==> src/rtl/uart_baud_gen.sv <==
// Fractional-divisor baud tick generator: emits bit-start and mid-bit pulses for
// a fixed-length frame, with abort and rejected-start (bad divisor) reporting.
module uart_baud_gen #(
    parameter int DIV_WD     = 16,
    parameter int FRAC_WD    = 4,
    parameter int FRAME_BITS = 10
) (
    input  logic              clk,
    input  logic              rst_n,
    input  logic [DIV_WD-1:0] div_int,
    input  logic [FRAC_WD-1:0] div_frac,
    input  logic              tx_start,
    input  logic              tx_abort,
    output logic              bps_clk,
    output logic              mid_tick,
    output logic              busy,
    output logic              frame_done,
    output logic              cfg_err
);

    localparam int IDX_WD = $clog2(FRAME_BITS + 1);

    typedef enum logic {IDLE, RUN} state_t;

    state_t               r_state;
    state_t               w_nextState;
    logic [DIV_WD-1:0]    r_divInt;
    logic [FRAC_WD-1:0]   r_divFrac;
    logic [DIV_WD-1:0]    r_count;
    logic [FRAC_WD-1:0]   r_acc;
    logic [IDX_WD-1:0]    r_bitIdx;
    logic                 r_bps;
    logic                 r_mid;
    logic                 r_busy;
    logic                 r_done;
    logic                 r_cfgErr;

    logic [FRAC_WD:0]     w_fracSum;
    logic                 w_carry;
    logic [DIV_WD:0]      w_countNext;
    logic [DIV_WD:0]      w_periodLen;
    logic [DIV_WD-1:0]    w_half;
    logic                 w_periodEnd;
    logic                 w_lastEnd;
    logic                 w_accept;
    logic                 w_reject;

    // The carry of the fractional accumulator stretches the current period by one cycle
    assign w_fracSum   = {1'b0, r_acc} + {1'b0, r_divFrac};
    assign w_carry     = w_fracSum[FRAC_WD];
    assign w_countNext = {1'b0, r_count} + {{DIV_WD{1'b0}}, 1'b1};
    assign w_periodLen = {1'b0, r_divInt} + {{DIV_WD{1'b0}}, w_carry};
    assign w_half      = r_divInt >> 1;
    assign w_periodEnd = (r_state == RUN) && (w_countNext == w_periodLen);
    assign w_lastEnd   = w_periodEnd && (r_bitIdx == IDX_WD'(FRAME_BITS));
    assign w_accept    = (r_state == IDLE) && tx_start && (div_int >= DIV_WD'(2));
    assign w_reject    = (r_state == IDLE) && tx_start && (div_int <  DIV_WD'(2));

    always_ff @(posedge clk) begin
        if (!rst_n) begin
            r_state <= IDLE;
        end else begin
            r_state <= w_nextState;
        end
    end

    always_comb begin
        w_nextState = r_state;
        case (r_state)
            IDLE: if (w_accept) w_nextState = RUN;
            RUN:  if (tx_abort || w_lastEnd) w_nextState = IDLE;
            default: w_nextState = IDLE;
        endcase
    end

    always_ff @(posedge clk) begin
        if (!rst_n) begin
            r_divInt  <= '0;
            r_divFrac <= '0;
            r_count   <= '0;
            r_acc     <= '0;
            r_bitIdx  <= '0;
            r_bps     <= 1'b0;
            r_mid     <= 1'b0;
            r_busy    <= 1'b0;
            r_done    <= 1'b0;
            r_cfgErr  <= 1'b0;
        end else begin
            r_bps    <= 1'b0;
            r_mid    <= 1'b0;
            r_done   <= 1'b0;
            r_cfgErr <= w_reject;
            r_busy   <= (w_nextState == RUN);
            if (w_accept) begin
                r_divInt  <= div_int;
                r_divFrac <= div_frac;
                r_count   <= '0;
                r_acc     <= '0;
                r_bitIdx  <= '0;
            end
            // An abort freezes the counters; the next accepted start reinitialises them
            if (r_state == RUN && !tx_abort) begin
                r_bps  <= (r_count == '0);
                r_mid  <= (r_count == w_half);
                r_done <= w_lastEnd;
                if (r_count == '0) begin
                    r_bitIdx <= r_bitIdx + IDX_WD'(1);
                end
                if (w_periodEnd) begin
                    r_count <= '0;
                    r_acc   <= w_fracSum[FRAC_WD-1:0];
                end else begin
                    r_count <= w_countNext[DIV_WD-1:0];
                end
            end
        end
    end

    assign bps_clk    = r_bps;
    assign mid_tick   = r_mid;
    assign busy       = r_busy;
    assign frame_done = r_done;
    assign cfg_err    = r_cfgErr;

endmodule

==> config.mk <==
export PLATFORM = sky130hd
export DESIGN_NAME = uart_baud_gen
export DESIGN_NICKNAME = d
export VERILOG_FILES = /design/src/rtl/uart_baud_gen.sv
export SDC_FILE = /design/constraint.sdc
export NUM_CORES = 1
export LEC_CHECK = 0
export ABC_AREA = 1
export CAP_MARGIN = 20
export CORE_MARGIN = 2
export CORE_UTILIZATION = 30
export CTS_BUF_LIST = sky130_fd_sc_hd__clkbuf_4
export CTS_CLUSTER_DIAMETER = 200
export CTS_CLUSTER_SIZE = 14
export DETAILED_ROUTE_END_ITERATION = 10
export HOLD_SLACK_MARGIN = 0.06
export PLACE_DENSITY = 0.45
export SYNTH_ARGS = -nofsm -noshare
export SYNTH_HDL_FRONTEND = slang
export SYNTH_SLANG_ARGS = --single-unit
==> constraint.sdc <==
create_clock -name clk -period 4.6 [get_ports clk]
set_input_delay 0.69 -clock clk [delete_from_list [all_inputs] [get_ports clk]]
set_output_delay 0.69 -clock clk [all_outputs]
set_load 0.02 [all_outputs]
==> metrics.md, run 1 <==
| Metric | Value |
|---|---|
| Status | finished, final reports clean |
| Sequential-to-total area share from yosys stat | 24.83% |
| Postcts setup bufs | 0 |
| Nets | 700 |
| Crit Path Max Fanout | 15 |
| Register area | 980.9 µm² |
| Period utilization | 76.35% |
| Row count | 41 |
| TNS Setup | 0 ns |
| CORE AREA | 12720 µm² |
| Worst skew pair latency | 0.42 ns |
| H-tree depth | 2 |
| Setup CP Type | flop to flop |
| Final Hold Vio Count | 0 |
| Reg-to-reg endpoint | r_count[2] |
| Count of different cell masters after synthesis | 35 |
| Total CTS buffers | 5 |
| FF-to-FF Start | r_divFrac[0] |
| Share of cells above drive strength 1 | 11.13% |
| Slew @ Worst Pin | 0.8674 ns |
| Layout fillers | 1448 |
| I/O Pins | 29 |
| Initial antenna violation count | 0 |
| Critical Path Most Common Cell | nand2_1 |
| GRT Util Overall | 19.44% |
| LEAKAGE | 1.783 nW |
| Die width | 118.8 µm |
| TritonCTS clock tree | yes |
| Synthesized flop and latch total | 49 |
| Grt ovf | 0 |
| Initial Utilization | 31.06% |
| Cell-by-cell trace of the critical path | ha_1 -> fa_1 -> a21oi_1 -> o21bai_1 -> ha_1 -> ha_1 -> nand3_1 -> nor2_1 -> nand3_1 -> nand2_1 -> nand2_1 -> nand2_1 -> inv_1 -> nor2_1 -> nand2_1 -> nor2_2 -> nand3_4 -> nand2_1 -> a21oi_1 |
| Area fraction of the dominant cell type after synthesis | 24.83% |
| Drt total wl | 13.06 mm |
| Type of the worst min-delay path | flop to flop |
| Largest cells by area after synthesis | dfxtp_1 (25%), nand2_1 (20%), nor2_1 (7.8%) |
| Critical Path Source | r_divFrac[0] |
| R2R cell count | 19 |
| Syn. warnings | 0 |
| Data arrival, critical path | 3.78 ns |
| Pwr/cell area | 219.9 nW/µm² |
| Multi-input gate area | 2603 µm² |
| ANT nets after route | 0 |
| Syn Nets | 684 |
| Endpoints failing setup | 0 |
| DRC viols | 0 |
| Deepest clock path buffer count | 2 |
| Worst slew margin | 42.11% |
| Slew Limit Fails | 0 |
| Top-count cell post-synth | nand2_1 |
| First-pass GRT wire length | 21.26 mm |
| Setup crit start kind | flop |
| GP Congestion | 0.8921 |
| Reg-to-reg slack, setup | 1.09 ns |
| Max frequency | 0.2847 GHz |
| Clk slew on worst S/H paths | 0.17 ns |
| EDFF count, synth | 0 |
| WP data required | 4.87 ns |
| Vias/cell | 4.857 |
| DRT iter0 DRCs | 238 |
| Unrepaired setup endpoints after global routing | no |
| Mapped Area | 3951 µm² |
| Clock Sinks | 49 |
| IO buf count | 28 |
| Nature of the critical path endpoint | flop |
| Skew final | 0.02936 ns |
| Ys flop type | dfxtp_1 |
| Vias in the first global route | 3839 |
| Cell taking the most area after synthesis | dfxtp_1 |
| Drt first pass iters | 5 |
| DPL Wire Length | 10.69 mm |
| Ys async rst share | 0% |
| Worst setup path end | r_count[2] |
| Clock root buffer master | clkbuf_4 |
| Peak supply drop | 0.0001002 V |
| Routed len/inst | 15.60 µm |
| Final core occ | 34.96% |
| Die height | 118.8 µm |
| Crit-path slowest cell | dfxtp_1 |
| Via Count | 4065 |
| Mapped Cells | 648 |
| Hold Buf Count CTS | 0 |
| Post-synth top cells | nand2_1 (213), nor2_1 (82), inv_1 (60) |
| Average size of a mapped cell | 6.098 µm² |
| Max incr delay on CP | 0.39 ns |
| Antenna Cells | 0 |
| Min Tclk post-route | 3.512 ns |
| Full die area | 14110 µm² |
| Area grow syn2layout | 12.57% |
| Pin count of the biggest net entering global routing | 42 |
| Resized cells post-CTS | 0 |
| Max-cap check violation count | 0 |
-- cell type report --
cell class	instances	area share, %
clock inverter	3	1.463
sequential	49	22.05
clock buffer	5	0.8439
timing repair buffer	31	6.807
tap	172	4.838
inverter	65	5.485
multi-input combinational	512	58.51
-- routing by layer --
metal / share of wire, % / track usage [%] / wire length [µm] / up-vias
li1: - / - / - / 2115
met1: 51 / 28.63 / 6673 / 1836
met2: 43 / 29.17 / 5589 / 100
met3: 4.3 / 2.751 / 557 / 14
met4: 1.8 / 5.580 / 240 / 0
met5: 0 / 0 / 0 / -
-- registers in the layout, summed over array words and instances, names as in the netlist --
| signal | flops |
|---|---|
| bps_clk | 1 |
| busy | 1 |
| cfg_err | 1 |
| frame_done | 1 |
| mid_tick | 1 |
| r_acc | 4 |
| r_bitIdx | 4 |
| r_count | 16 |
| r_divFrac | 4 |
| r_divInt | 16 |
-- worst max-delay path: cells and delay by family (launching register included) --
kind            cells  cell delay, ns
compound gates      3            0.33
fa+ha+maj           4            1.03
buf+inv             1            0.05
flops               1            0.39
simple gates       11            1.55
-- where the power goes --
group | internal [W] | switching, W | leakage, nW
registers | 0.000442 | 0.0000260 | 0.400
clock network | 0.000168 | 0.000157 | 0.0552
logic | 0.0000688 | 0.000116 | 1.33
-- per-stage QoR --
stage                     area, µm²  setup WS, ns  hold WS [ns]  total power, W  std cells
after floorplan                3951         1.757        0.4618       0.0005933        648
after global placement         4345         1.188        0.4870       0.0006632        829
after detailed placement       4345         1.148        0.4926       0.0006635        829
after CTS                      4448         1.071        0.5132       0.0009926        837
after global routing           4448        0.6883        0.5408        0.001031        837
final                          4448         1.088        0.5116       0.0009780        837
-- layout by cell type (no fill, tap or decap), types with 6 or more instances in the layout --
master / instances
dfxtp_1: 49
ha_1: 11
nand2_2: 20
nand3_1: 34
nor2_1: 82
clkdlybuf4s50_1: 28
a21oi_2: 10
o21ai_0: 26
nand2_1: 213
a21oi_1: 28
nor2_4: 12
nand4_1: 27
inv_1: 60
nor2_2: 8
xnor2_1: 6
-- kinds of logic (layout without fill, tap and decap cells) --
group                    after synthesis  after routing  share of synthesized area, %
AO/OA/AOI/OAI                         77             77                         11.27
XOR/XNOR                              10             10                         2.216
adder cells (fa/ha/maj)               12             12                         3.990
buffers and inverters                 87            104                         9.310
flip-flops                            49             49                         24.83
AND/OR/NAND/NOR                      413            413                         48.38
-- how the worst min path moves through the flow --
stage	cells past startpoint	slack [ns]	end	startpoint
after floorplan	2	0.46	r_divFrac[0]	r_divFrac[0]
after global placement	2	0.49	r_count[15]	r_count[15]
after detailed placement	2	0.49	r_count[15]	r_count[15]
after CTS	2	0.51	r_count[15]	r_count[15]
after global routing	2	0.54	r_count[15]	r_count[15]
final	2	0.51	r_count[15]	r_count[15]
Note: power is estimated with default switching activity, not from simulation.
==> inputs of run 2 (changes only) <==
clock period = 3.65 ns   (was 4.6 ns; I/O delays follow)
==> metrics.md, run 2 (synthesized netlist as in run 1, its figures left out) <==
| Metric | Value |
|---|---|
| Status | finished, final reports clean (unchanged) |
| Critical Path Most Common Cell | nand2_1 (unchanged) |
| Routed len/inst | 15.47 µm (was 15.60 µm) |
| Register area | 980.9 µm² (unchanged) |
| Type of the worst min-delay path | flop to flop (unchanged) |
| Unrepaired setup endpoints after global routing | no (unchanged) |
| Antenna Cells | 0 (unchanged) |
| Share of cells above drive strength 1 | 11.28% (was 11.13%) |
| LEAKAGE | 1.762 nW (was 1.783 nW) |
| Internal power | 0.0007202 W (was 0.0006788 W) |
| Clock network power share | 25.6% (was 33.3%) |
| TNS Setup | 0 ns (unchanged) |
| Deepest clock path buffer count | 2 (unchanged) |
| Clock root buffer master | clkbuf_4 (unchanged) |
| Setup CP Type | flop to flop (unchanged) |
| Nature of the critical path endpoint | flop (unchanged) |
| Max incr delay on CP | 0.41 ns (was 0.39 ns) |
| Final Hold Vio Count | 0 (unchanged) |
| ANT nets after route | 0 (unchanged) |
| Peak supply drop | 0.0001086 V (was 0.0001002 V) |
| First-pass GRT wire length | 20.33 mm (was 21.26 mm) |
| Gate power share | 21.0% (was 18.9%) |
| Slew Limit Fails | 0 (unchanged) |
| Initial antenna violation count | 0 (unchanged) |
| Drt first pass iters | 5 (unchanged) |
| Crit-path slowest cell | fa_1 (was dfxtp_1) |
| I/O Pins | 29 (unchanged) |
| Skew final | 0.02987 ns (was 0.02936 ns) |
| Worst skew pair latency | 0.42 ns (about the same) |
| Max frequency | 0.3088 GHz (was 0.2847 GHz) |
| WP data required | 3.94 ns (was 4.87 ns) |
| Multi-input gate area | 2605 µm² (was 2603 µm²) |
| Net switching power figure | 0.0003846 W (was 0.0002991 W) |
| Total CTS buffers | 5 (unchanged) |
| Vias in the first global route | 3720 (was 3839) |
| Hold Buf Count CTS | 0 (unchanged) |
| Pwr/cell area | 250.6 nW/µm² (was 219.9 nW/µm²) |
| Setup crit start kind | flop (unchanged) |
| Die height | 118.8 µm (unchanged) |
| Nets | 700 (unchanged) |
| Layout fillers | 1455 (was 1448) |
| DRT iter0 DRCs | 269 (was 238) |
| Via Count | 4012 (was 4065) |
| Max-cap check violation count | 0 (unchanged) |
| DPL Wire Length | 10.52 mm (was 10.69 mm) |
| Die width | 118.8 µm (unchanged) |
| Drt total wl | 12.95 mm (was 13.06 mm) |
| Worst Path Buf+Inv | 0 (was 1) |
| Min Tclk post-route | 3.239 ns (was 3.512 ns) |
| Initial Utilization | 31.06% (unchanged) |
| Commonest non-fill, non-tap cells in the layout | nand2_1 (213), nor2_1 (81), inv_1 (60) (was nand2_1 (213), nor2_1 (82), inv_1 (60)) |
| H-tree depth | 2 (unchanged) |
| CORE AREA | 12720 µm² (unchanged) |
| Clk slew on worst S/H paths | 0.16 ns (was 0.17 ns) |
| Data arrival, critical path | 3.53 ns (was 3.78 ns) |
| IO buf count | 28 (unchanged) |
| Period utilization | 88.73% (was 76.35%) |
| Cell-by-cell trace of the critical path | ha_1 -> fa_1 -> a21oi_1 -> o21bai_1 -> ha_1 -> ha_1 -> nand3_1 -> nor2_2 -> nand3_1 -> nand2_1 -> nand2_1 -> nor2_1 -> nor2_2 -> nand2_1 -> nor2_2 -> nand3_4 -> nand2_1 -> a21oi_1 (was ha_1 -> fa_1 -> a21oi_1 -> o21bai_1 -> ha_1 -> ha_1 -> nand3_1 -> nor2_1 -> nand3_1 -> nand2_1 -> nand2_1 -> nand2_1 -> inv_1 -> nor2_1 -> nand2_1 -> nor2_2 -> nand3_4 -> nand2_1 -> a21oi_1) |
| Crit Path Max Fanout | 15 (unchanged) |
| Pin count of the biggest net entering global routing | 41 (was 42) |
| Row count | 41 (unchanged) |
| Full die area | 14110 µm² (unchanged) |
| Endpoints failing setup | 0 (unchanged) |
| Most common cell after layout, fill and taps aside | nand2_1 (unchanged) |
| DRC viols | 0 (unchanged) |
| TritonCTS clock tree | yes (unchanged) |
| Sw Ratio | 34.81% (was 30.59%) |
| Area grow syn2layout | 11.56% (was 12.57%) |
| Final core occ | 34.65% (was 34.96%) |
| Top delay family on crit path | simple AND/OR/NAND/NOR gates (unchanged) |
| Worst slew margin | 42.42% (was 42.11%) |
| GP Congestion | 0.9222 (was 0.8921) |
| Sequential share of power | 53.4% (was 47.9%) |
| GRT Util Overall | 18.77% (was 19.44%) |
| Clock Sinks | 49 (unchanged) |
| Slew @ Worst Pin | 0.8628 ns (was 0.8674 ns) |
| Biggest regs | r_count (16), r_divInt (16) (unchanged) |
| Grt ovf | 0 (unchanged) |
| Vias/cell | 4.793 (was 4.857) |
==> run 2: power groups by stage <==
stage	registers, W	clock network (W)	logic, W
2_1_floorplan	0.000586	0	0.000162
3_3_place_gp	0.000602	0	0.000235
3_5_place_dp	0.000601	0	0.000235
4_1_cts	0.000590	0.000295	0.000235
5_1_grt	0.000594	0.000312	0.000262
6_report	0.000589	0.000283	0.000232
==> run 2: worst min-delay path, delay by kind of cell (launching register included) <==
kind             cells  cell delay, ns
DFF                  1            0.35
and+or+nand+nor      2            0.15
==> run 2: per-layer routing <==
metal,vias up,wire length (µm),share of wire (%),GRT usage [%]
li1,2107,-,-,-
met1,1776,6392,49,26.36
met2,114,5702,44,28.95
met4,0,215,1.7,5.357
met5,-,0,0,0
met3,15,641,4.9,3.764
==> run 2: final timing paths <==
path,start,end,slack [ns],cells past startpoint
min,r_divFrac[0],r_divFrac[0],0.51,2
max reg2reg,r_divFrac[0],r_count[3],0.41,18
max,r_divFrac[0],r_count[3],0.41,18
min reg2reg,r_divFrac[0],r_divFrac[0],0.51,2
==> run 2: stage by stage <==
step | hold WS [ns] | setup slack [ns] | total power (W) | cells | cell area, µm²
2_1_floorplan | 0.4618 | 0.8068 | 0.0007478 | 648 | 3951
3_3_place_gp | 0.4755 | 0.4730 | 0.0008370 | 829 | 4345
3_5_place_dp | 0.4892 | 0.3527 | 0.0008361 | 829 | 4345
4_1_cts | 0.5175 | 0.3224 | 0.001120 | 837 | 4405
5_1_grt | 0.5429 | 0.03298 | 0.001168 | 837 | 4408
6_report | 0.5141 | 0.4114 | 0.001105 | 837 | 4408
==> run 2: layout make-up <==
class,count,share of cell area (%)
repair buffers,31,6.869
clock inverters,3,0.5109
flip-flops and latches,49,22.25
well taps,172,4.882
multi-input cells,512,59.10
inverters,65,5.535
clock buffers,5,0.8515
==> run 2: timing repair <==
item	CTS	global route
resized for setup	0	1
setup buffers	0	0
endpoints found under the setup margin	0	1
==> inputs of run 3 (changes only) <==
REMOVE_ABC_BUFFERS = 1   (was default)
==> metrics.md, run 3 (synthesized netlist as in run 1, its figures left out) <==
| Metric | Value |
|---|---|
| Clock network power share | 24.6% (was 25.6%) |
| Clock Sinks | 49 (unchanged) |
| Initial antenna violation count | 0 (unchanged) |
| Internal power | 0.0007172 W (was 0.0007202 W) |
| Row count | 41 (unchanged) |
| Deepest clock path buffer count | 2 (unchanged) |
| H-tree depth | 2 (unchanged) |
| Hold Slack | 0.5057 ns (was 0.5141 ns) |
| Slew Limit Fails | 0 (unchanged) |
| Layout fillers | 1495 (was 1455) |
| I/O Pins | 29 (unchanged) |
| Max frequency | 0.3115 GHz (was 0.3088 GHz) |
| Final Hold Vio Count | 0 (unchanged) |
| Pin count of the biggest net entering global routing | 41 (unchanged) |
| IO buf count | 28 (unchanged) |
| Max-cap check violation count | 0 (unchanged) |
| Net switching power figure | 0.0003774 W (was 0.0003846 W) |
| DRC viols | 0 (unchanged) |
| Via Count | 4100 (was 4012) |
| Status | finished, final reports clean (unchanged) |
| Vias in the first global route | 3769 (was 3720) |
| Initial Utilization | 31.06% (unchanged) |
| ANT nets after route | 0 (unchanged) |
| Unrepaired setup endpoints after global routing | no (unchanged) |
| WP data required | 3.95 ns (was 3.94 ns) |
| Clk slew on worst S/H paths | 0.16 ns (about the same) |
| Met3 Use GR | 2.751% (was 3.764%) |
| Sw Ratio | 34.48% (was 34.81%) |
| Nets | 701 (was 700) |
| Worst slack at placement | 0.3960 ns (was 0.3527 ns) |
| LEAKAGE | 1.759 nW (was 1.762 nW) |
| TritonCTS clock tree | yes (unchanged) |
| TNS Setup | 0 ns (unchanged) |
| Biggest regs | r_count (16), r_divInt (16) (unchanged) |
| Clock root buffer master | clkbuf_4 (unchanged) |
| DRT iter0 DRCs | 311 (was 269) |
| Period utilization | 87.94% (was 88.73%) |
| Full die area | 14110 µm² (unchanged) |
| Hold Buf Count CTS | 0 (unchanged) |
| Multi-input gate area | 2605 µm² (unchanged) |
| Data arrival, critical path | 3.51 ns (was 3.53 ns) |
| Total CTS buffers | 5 (unchanged) |
| Skew final | 0.02291 ns (was 0.02987 ns) |
| Gate power share | 21.3% (was 21.0%) |
| Min Tclk post-route | 3.210 ns (was 3.239 ns) |
| Setup CP Type | flop to flop (unchanged) |
| Peak supply drop | 0.0001293 V (was 0.0001086 V) |
| Worst skew pair latency | 0.43 ns (was 0.42 ns) |
| Most Crowded Layer GR | met2 (unchanged) |
| Pwr/cell area | 248.3 nW/µm² (was 250.6 nW/µm²) |
| Worst slew margin | 44.55% (was 42.42%) |
| Register area | 980.9 µm² (unchanged) |
| Die width | 118.8 µm (unchanged) |
| Area grow syn2layout | 11.59% (was 11.56%) |
| Grt ovf | 0 (unchanged) |
| Routed len/inst | 15.20 µm (was 15.47 µm) |
| DPL Wire Length | 10.36 mm (was 10.52 mm) |
| CORE AREA | 12720 µm² (unchanged) |
| Slew @ Worst Pin | 0.8308 ns (was 0.8628 ns) |
| Drt total wl | 12.72 mm (was 12.95 mm) |
| Endpoints failing setup | 0 (unchanged) |
| Drt first pass iters | 6 (was 5) |
| Sequential share of power | 54.1% (was 53.4%) |
| Post-route setup slack | 0.4400 ns (was 0.4114 ns) |
| Antenna Cells | 0 (unchanged) |
| Die height | 118.8 µm (unchanged) |
| Total power | 0.001095 W (was 0.001105 W) |
| Nature of the critical path endpoint | flop (unchanged) |
| First-pass GRT wire length | 20.31 mm (was 20.33 mm) |
| Type of the worst min-delay path | flop to flop (unchanged) |
| Most common cell after layout, fill and taps aside | nand2_1 (unchanged) |
| Share of cells above drive strength 1 | 11.28% (unchanged) |
| GR Util met1 | 24.49% (was 26.36%) |
| Crit Path Max Fanout | 15 (unchanged) |
| GP Congestion | 0.9517 (was 0.9222) |
| Commonest non-fill, non-tap cells in the layout | nand2_1 (213), nor2_1 (81), inv_1 (60) (unchanged) |
| Setup crit start kind | flop (unchanged) |
| Vias/cell | 4.898 (was 4.793) |
| Met2 Track Usage GR | 30.89% (was 28.95%) |
| GRT Util Overall | 18.60% (was 18.77%) |
-- run 3: changes by cell type in the layout (fill, tap and decap cells not counted) --
cell,delta
buf_4,+1
clkinv_2,-1
clkinv_4,-1
clkinvlp_4,+1
-- run 3: worst max-delay path, cell delays in order (launching register included) --
cell	delay (ns)
dfxtp_1	0.37
ha_1	0.18
fa_1	0.22
a21oi_1	0.07
o21bai_1	0.17
ha_1	0.21
ha_1	0.30
nand3_1	0.20
nor2_2	0.21
nand3_1	0.09
nand2_1	0.07
nand2_1	0.08
nand2_1	0.11
inv_1	0.05
nor2_1	0.08
nand2_1	0.07
nor2_2	0.13
nand3_4	0.25
nand2_1	0.14
a21oi_1	0.06
-- run 3: stage by stage --
stage	instance area (µm²)	utilization (%)	cells
2_1_floorplan	3827	-	626
5_1_grt	4409	34.66	837
3_3_place_gp	4353	34.22	830
3_5_place_dp	4353	34.22	830
6_report	4409	34.66	837
4_1_cts	4407	34.64	837
-- run 3: layout make-up --
class | instances | share of cell area (%)
Clock buffer | 5 | 0.8513
Inverter | 65 | 5.533
Timing Repair Buffer | 32 | 7.037
Clock inverter | 2 | 0.3689
Sequential cell | 49 | 22.25
Multi-Input combinational cell | 512 | 59.08
Tap cell | 172 | 4.881
-- run 3: path summary, 6_finish.rpt --
kind                startpoint            to  slack, ns  cells past startpoint
setup reg to reg      r_acc[0]    r_count[4]       0.44                     19
hold reg to reg   r_divFrac[3]  r_divFrac[3]       0.51                      2
hold / removal    r_divFrac[3]  r_divFrac[3]       0.51                      2
setup / recovery      r_acc[0]    r_count[4]       0.44                     19
-- run 3: power by group through the flow --
stage | combinational, W | sequential, W | clock [W]
2_1_floorplan | 0.000146 | 0.000591 | 0
3_3_place_gp | 0.000236 | 0.000604 | 0
3_5_place_dp | 0.000234 | 0.000604 | 0
4_1_cts | 0.000235 | 0.000593 | 0.000290
5_1_grt | 0.000262 | 0.000596 | 0.000306
6_report | 0.000234 | 0.000592 | 0.000269
-- run 3: layer usage --
layer,vias to the layer above,part of all wire (%)
li1,2121,-
met1,1905,48
met2,56,48
met3,18,2.8
met4,0,2.2
met5,-,0
-- run 3: what timing repair did --
action / in CTS / in global routing
endpoints found under the setup margin: 0 / 12
setup buffers: 0 / 0
resized for setup: 0 / 1
